File: config.mk
export PLATFORM = sky130hd
export DESIGN_NAME = sincos_rr_sched_flat
export DESIGN_NICKNAME = d
export VERILOG_FILES = /design/src/rtl/sincos_rr_sched_if.sv /design/src/rtl/sincos_rr_sched.sv /design/src/flat_wrapper.sv
export SDC_FILE = /design/constraint.sdc
export NUM_CORES = 1
export LEC_CHECK = 0
export BUFFER_PORTS_ARGS = -buffer_cell sky130_fd_sc_hd__buf_2
export CAP_MARGIN = 0
export CORE_MARGIN = 2
export CORE_UTILIZATION = 45
export DETAILED_ROUTE_END_ITERATION = 8
export MAX_ROUTING_LAYER = met4
export PLACE_DENSITY = 0.81
export SYNTH_ARGS = -nofsm -noshare
export SYNTH_HDL_FRONTEND = slang
export SYNTH_SLANG_ARGS = --single-unit
File: constraint.sdc
create_clock -name clk -period 9.1 [get_ports clk]
set_input_delay 2.275 -clock clk [delete_from_list [all_inputs] [get_ports clk]]
set_output_delay 2.275 -clock clk [all_outputs]
set_load 0.02 [all_outputs]
File: src/rtl/sincos_rr_sched_if.sv
// rtl/sincos_rr_sched_if.sv - request/response handshake bundle for the sincos round-robin scheduler
interface sincos_rr_sched_if #(
  parameter int NREQ = 4,
  parameter int IDW  = 2
);
  logic [NREQ-1:0]      req_valid;
  logic [16*NREQ-1:0]   req_phase;
  logic [NREQ-1:0]      req_ready;
  logic                 rsp_valid;
  logic                 rsp_ready;
  logic [IDW-1:0]       rsp_id;
  logic [15:0]          rsp_g0;
  logic [15:0]          rsp_g1;

  // Requesters and response consumer side.
  modport master (
    output req_valid, req_phase, rsp_ready,
    input  req_ready, rsp_valid, rsp_id, rsp_g0, rsp_g1
  );

  // Scheduler side.
  modport slave (
    input  req_valid, req_phase, rsp_ready,
    output req_ready, rsp_valid, rsp_id, rsp_g0, rsp_g1
  );
endinterface

File: src/rtl/sincos_rr_sched.sv
// rtl/sincos_rr_sched.sv - round-robin sharing of one combinational sincos unit among NREQ requesters
module sincos_rr_sched #(
  parameter int NREQ = 4,
  parameter int IDW  = 2
) (
  input  logic                 clk,
  input  logic                 rst_n,
  sincos_rr_sched_if.slave     bus,
  output logic [15:0]          sc_u1,
  input  logic [15:0]          sc_g0,
  input  logic [15:0]          sc_g1,
  output logic                 busy
);

  logic              s1_valid;
  logic [15:0]       s1_phase;
  logic [IDW-1:0]    s1_id;
  logic [IDW-1:0]    ptr;
  logic [IDW-1:0]    ptr_next;
  logic [IDW-1:0]    grant;
  logic [15:0]       grant_phase;
  logic              s2_load;
  logic              s1_accept;
  logic              rsp_valid;
  logic [IDW-1:0]    rsp_id;
  logic [15:0]       rsp_g0;
  logic [15:0]       rsp_g1;

  // Pick the first valid requester starting at ptr, wrapping at NREQ (not 2^IDW).
  always_comb begin
    logic             found;
    logic [NREQ-1:0]  shifted;
    int               j;
    grant = '0;
    found = 1'b0;
    for (int k = 0; k < NREQ; k++) begin
      j = int'(ptr) + k;
      if (j >= NREQ) j = j - NREQ;
      shifted = bus.req_valid >> j;
      if (!found && shifted[0]) begin
        grant = IDW'(j);
        found = 1'b1;
      end
    end
  end

  // Phase of the granted requester and the pointer position just past it.
  always_comb begin
    grant_phase = '0;
    for (int k = 0; k < NREQ; k++)
      if (grant == IDW'(k)) grant_phase = bus.req_phase[16*k +: 16];
    if (int'(grant) + 1 >= NREQ) ptr_next = '0;
    else ptr_next = grant + IDW'(1);
  end

  // S2 takes S1 whenever the output register is empty or draining; S1 refills in the same cycle.
  assign s2_load   = s1_valid && (!rsp_valid || bus.rsp_ready);
  assign s1_accept = rst_n && (!s1_valid || s2_load) && (|bus.req_valid);

  // One-hot accept strobe back to the requesters.
  always_comb begin
    bus.req_ready = '0;
    for (int k = 0; k < NREQ; k++)
      bus.req_ready[k] = s1_accept && (grant == IDW'(k));
  end

  // Issue and output pipeline stages plus the round-robin pointer.
  always_ff @(posedge clk) begin
    if (!rst_n) begin
      s1_valid  <= 1'b0;
      s1_phase  <= '0;
      s1_id     <= '0;
      ptr       <= '0;
      rsp_valid <= 1'b0;
      rsp_id    <= '0;
      rsp_g0    <= '0;
      rsp_g1    <= '0;
    end else begin
      if (s2_load) begin
        rsp_g0    <= sc_g0;
        rsp_g1    <= sc_g1;
        rsp_id    <= s1_id;
        rsp_valid <= 1'b1;
      end else if (rsp_valid && bus.rsp_ready) begin
        rsp_valid <= 1'b0;
      end
      if (s1_accept) begin
        s1_phase <= grant_phase;
        s1_id    <= grant;
        s1_valid <= 1'b1;
        ptr      <= ptr_next;
      end else if (s2_load) begin
        s1_valid <= 1'b0;
      end
    end
  end

  // The shared unit sees a quiet zero phase when nothing is issued.
  assign sc_u1         = s1_valid ? s1_phase : 16'h0000;
  assign busy          = rst_n && (s1_valid || rsp_valid);
  assign bus.rsp_valid = rsp_valid;
  assign bus.rsp_id    = rsp_id;
  assign bus.rsp_g0    = rsp_g0;
  assign bus.rsp_g1    = rsp_g1;

endmodule

File: src/flat_wrapper.sv
// flat-port wrapper written by rule: the top's interface ports become plain ports
module sincos_rr_sched_flat 
#(
  parameter int NREQ = 4,
  parameter int IDW  = 2
)
  (clk, rst_n, sc_u1, sc_g0, sc_g1, busy, bus_req_valid, bus_req_phase, bus_rsp_ready, bus_req_ready, bus_rsp_valid, bus_rsp_id, bus_rsp_g0, bus_rsp_g1);
  sincos_rr_sched_if #(.NREQ(NREQ), .IDW(IDW)) bus_i ();
  input  logic clk;
  input  logic rst_n;
  output logic [15:0] sc_u1;
  input  logic [15:0] sc_g0;
  input  logic [15:0] sc_g1;
  output logic busy;
  input wire logic [$bits(bus_i.req_valid)-1:0] bus_req_valid;
  input wire logic [$bits(bus_i.req_phase)-1:0] bus_req_phase;
  input wire logic [$bits(bus_i.rsp_ready)-1:0] bus_rsp_ready;
  output wire logic [$bits(bus_i.req_ready)-1:0] bus_req_ready;
  output wire logic [$bits(bus_i.rsp_valid)-1:0] bus_rsp_valid;
  output wire logic [$bits(bus_i.rsp_id)-1:0] bus_rsp_id;
  output wire logic [$bits(bus_i.rsp_g0)-1:0] bus_rsp_g0;
  output wire logic [$bits(bus_i.rsp_g1)-1:0] bus_rsp_g1;
  assign bus_i.req_valid = bus_req_valid;
  assign bus_i.req_phase = bus_req_phase;
  assign bus_i.rsp_ready = bus_rsp_ready;
  assign bus_req_ready = bus_i.req_ready;
  assign bus_rsp_valid = bus_i.rsp_valid;
  assign bus_rsp_id = bus_i.rsp_id;
  assign bus_rsp_g0 = bus_i.rsp_g0;
  assign bus_rsp_g1 = bus_i.rsp_g1;
  sincos_rr_sched #(.NREQ(NREQ), .IDW(IDW)) u_core (.clk(clk), .rst_n(rst_n), .bus(bus_i), .sc_u1(sc_u1), .sc_g0(sc_g0), .sc_g1(sc_g1), .busy(busy));
endmodule
Word level (Yosys, flattened, before mapping)
Index checks and enable logic that the tools add are counted.

cells by class
  add/subtract/negate cells = 9
  order comparisons = 5
  equal/unequal tests = 3
  shifts and indexed selects = 4
  muxes and demuxes = 21
  reductions and logical operators = 24

operator list
  operator               count
  $ge 32x4->1 const B    4
  $mux 32                4
  $shr 4x32->1           4
  $sub 32x4->32 const B  3
  $mux 16                5
  $logic_and 1x1->1      12
  $mux 2                 5
  $mux 1                 7
  $add 2x1->3 const B    2
  $add 2x2->3 const B    2
  $logic_not 1->1        5
  $eq 2x2->1 const B     2
  $reduce_bool 2->1      2
  $reduce_or 4->1        1
  $sub 2x3->4 const B    1
  $ge 2x3->1 const B     1
  $logic_or 1x1->1       3
  $add 2x1->2 const B    1
  $eq 2x1->1 const B     1
  $logic_not 2->1        1

word-level totals
  register bits after elaboration = 56

Longest topological paths before layout
  word-level depth = 18
  mapped depth = 16
  mapped depth without buffers = 13

Worst setup path after synthesis
No wires, ideal clock.

  path type = input to output
  from = in bus_req_valid[3]
  to = out bus_req_ready[2]
  arrival = 4605 ps
  required time = 6825 ps
  path slack = 2220 ps
  stages on the path = 10
  path buffers = 3
  path through = buf_4 -> mux4_2 -> nor2_4 -> nand4_1 -> a2bb2oi_1 -> ha_1 -> clkbuf_1 -> clkinv_1 -> clkbuf_1 -> nor2_1

between the ends
  longest elaborated chain between the ends = 13

RTL lines
  what                   RTL line               source
  start: declaration     flat_wrapper.sv:15     input wire logic [$bits(bus_i.req_valid)-1:0] bus_req_valid;
  $shr 4x32->1           sincos_rr_sched.sv:39  shifted = bus.req_valid >> j;
  $mux 1                 sincos_rr_sched.sv:40  if (!found && shifted[0]) begin
  $logic_not 1->1        sincos_rr_sched.sv:40
  $logic_and 1x1->1      sincos_rr_sched.sv:40
  $mux 1                 sincos_rr_sched.sv:40
  $logic_not 1->1        sincos_rr_sched.sv:40
  $logic_and 1x1->1      sincos_rr_sched.sv:40
  $mux 1                 sincos_rr_sched.sv:40
  $logic_not 1->1        sincos_rr_sched.sv:40
  $logic_and 1x1->1      sincos_rr_sched.sv:40
  $mux 2 (*)             sincos_rr_sched.sv:40
  via u_core.grant[1]    sincos_rr_sched.sv:20  logic [IDW-1:0] grant;
  $eq 2x2->1 (*)         sincos_rr_sched.sv:64  bus.req_ready[k] = s1_accept && (grant == IDW'(k));
  $logic_and 1x1->1 (*)  sincos_rr_sched.sv:64
  end: declaration       flat_wrapper.sv:18     output wire logic [$bits(bus_i.req_ready)-1:0] bus_req_ready;

The timed path passes the listed nets; every way through them passes the cells marked *.

Worst setup path after layout
Ends and elaborated chain as after synthesis.

==> summary.txt <==
CTS
  – Clk root buf: clkbuf_8
  – Clk_lat worst skew: 300 ps
  – CTS resizes: 0
  – Post-CTS setup buffers: 0
  – CTS tree: yes
  – H-tree Lvls: 2
  – Clk sink count: 56
  – Clock-pin slew on the worst setup and hold paths: 90 ps
  – Clk buf depth: 2
  – CTS Buf Count: 5
  – # hold bufs at CTS: 0

Run status
  – Status: completed

GRT
  – First-pass GRT wire length: 12200 um
  – Gr usage total: 21.3%
  – Number of global-route vias before repair: 2769
  – Initial antenna violation count: 0
  – Largest net degree at the start of global routing: 60
  – Gr ovfl total: 0

Drt
  – Wirelength per Cell: 12.7 um
  – DRC viols: 0
  – Vias per cell: 5.16
  – Detail Route Antenna Nets: 0
  – Final wirelength: 7430 um
  – Initial DRT Pass Iterations: 4
  – Vias post-DR: 3030
  – Initial DRC Count: 69

Finish
  – Layout Nets: 620
  – # diodes: 0
  – Commonest non-fill, non-tap cell in the layout: buf_2
  – Finished Layout Cells: 587
  – Most frequent cells in the layout: 158 x buf_2, 77 x nand2_1, 56 x dfxtp_1
  – Synth-to-layout area growth: 30.7%
  – Fillers: 583
  – Layout cells sized above 1: 34.3%
  – Finished layout cell area: 3770 um2

Floorplanning
  – Core footprint: 6280 um2
  – Effective utilization at floorplan: 45.9%
  – Die width: 84.0 um
  – Num rows: 29
  – Die ar.: 7060 um2
  – # IOs: 159
  – Die Ht: 84.0 um

Placed design
  – GP Congestion: 0.910
  – DP HPWL: 5670 um
  – PortBufs: 158
  – Placed Area: 3680 um2
  – DP Cell Count: 580

Pwr
  – Max VDD drop: 0.286 mV
  – Pleak: 1.80 nW
  – Power per cell area: 262 nW/um2

Synthesis
  – Net Count, Synth: 482
  – Netlist cell types: 36
  – Register area share after synthesis: 38.9%
  – Synth area leader: dfxtp_1
  – Share of the synthesized area in the top cell type: 38.9%
  – Syn_area_per_cell: 7.75 um2
  – Top cells by area, synth: dfxtp_1 39%, nand2_1 10%, a21boi_0 8.9%, a221oi_1 4.9%, and2_1 3.9%
  – Synthesized flop and latch total: 56
  – Mapped Area: 2880 um2
  – Syn Inst Count: 372
  – Synth warn: 0

STA
  – Slew Limit Fails: 0
  – RSZ-0062 raised after global routing: false
  – Final period utilization: 80.8%
  – Final hold violation count: 0
  – Endpoints failing setup: 0
  – Fmax achieved: 136 MHz
  – Relative slew slack: 37.9%
  – Min Hold Slack: 464 ps
  – Setup TNS: 0 ps
  – Layout Skew: 7.09 ps
  – Final min period: 7350 ps
  – Slew at the pin with the worst max-slew slack: 930 ps

Worst setup path
  – Worst-path fanout max: 18
  – Crit Path Class: input port to output pin
  – Crit. End Element: output pin
  – CP required: 6830 ps
  – CP startpoint kind: input port
  – Worst path arrival time: 5080 ps

Job
  – Max_cap viols: 0

Hold path
  – Worst hold path type: register to register
[power by group]
| part | total, W | leakage, nW | internal, W | switching (W) |
|---|---|---|---|---|
| registers | 0.000318 | 0.462 | 0.000291 | 0.0000266 |
| logic | 0.000532 | 1.29 | 0.000216 | 0.000315 |
| clock network | 0.000137 | 0.0473 | 0.0000609 | 0.0000761 |
| total | 0.000986 | 1.80 | 0.000568 | 0.000418 |
[through the flow]
stage | power (W) | util [%] | setup WS, ps
2_1_floorplan | 0.000728 | - | 2220
3_3_place_gp | 0.000842 | 58.6 | 1850
3_5_place_dp | 0.000854 | 58.6 | 1800
4_1_cts | 0.000992 | 60.0 | 1790
5_1_grt | 0.00108 | 60.0 | 1480
6_report | 0.000986 | 60.0 | 1750
[registers in the layout, indices dropped and copies added (netlist names)]
signal and count:
u_core.s1_id 2, u_core.s1_phase 16, u_core.bus.rsp_valid 1, u_core.bus.rsp_g1 16, u_core.bus.rsp_g0 16, u_core.s1_valid 1, u_core.ptr 2, u_core.bus.rsp_id 2
[worst max-delay path, cell delays in order]
cell,delay (ps)
buf_2,150
mux4_2,530
nor2_4,150
nand4_1,110
a2bb2oi_1,360
ha_1,570
clkinv_1,550
nor2_1,200
buf_2,180
[cells in the mapped netlist]
cell / count
o22a_1: 1
nand4_1: 1
a221oi_1: 16
a21boi_0: 34
o211a_1: 1
clkbuf_1: 26
a22oi_1: 1
o211ai_1: 1
mux2_2: 1
inv_1: 6
mux2i_1: 4
o21ai_0: 19
dfxtp_1: 56
a21oi_1: 20
nand3_1: 20
nand2b_1: 2
buf_2: 4
a21o_1: 1
and2_1: 18
nor2_1: 20
a2bb2oi_1: 1
a32oi_1: 1
or4_1: 1
o21ai_1: 2
mux4_2: 2
nor3_1: 15
clkinv_1: 1
nand2_1: 77
nor2_4: 1
o21a_1: 2
or2_2: 1
buf_4: 1
o31a_1: 2
and3_1: 2
nor2b_1: 4
ha_1: 7
[metal layers]
layer	wire [um]	part of all wire (%)	GRT usage [%]
met3	518	7.0	4.25
met5	0	0	-
met1	3020	41	25.1
met4	157	2.1	6.89
met2	3730	50	36.3
[kinds of logic (layout without fill, tap and decap cells)]
family / Yosys count / after routing / share of synthesized area, %
compound gates: 102 / 102 / 24.0
fa+ha+maj: 7 / 7 / 3.04
buf+inv: 38 / 176 / 5.25
flops: 56 / 56 / 38.9
mux: 7 / 7 / 3.34
simple gates: 162 / 162 / 25.4
[worst paths after layout]
| check | cells past startpoint | slack [ps] | to | from |
|---|---|---|---|---|
| min reg2reg | 2 | 460 | u_core.bus.rsp_g1[14] | u_core.bus.rsp_g1[14] |
| min | 2 | 460 | u_core.bus.rsp_g1[14] | u_core.bus.rsp_g1[14] |
| max | 9 | 1750 | bus_req_ready[2] | bus_req_valid[3] |
| max reg2reg | 13 | 4740 | u_core.s1_phase[2] | u_core.ptr[0] |
[cell type report]
class	instances	area (um2)	area share, %
clock buffers	6	82.6	2.19
multi-input cells	278	1610	42.8
flip-flops and latches	56	1120	29.8
well taps	77	96.3	2.56
repair buffers	162	821	21.8
inverters	7	26.3	0.697
clock inverters	1	8.76	0.232
Power figures use the tool's default switching activity.
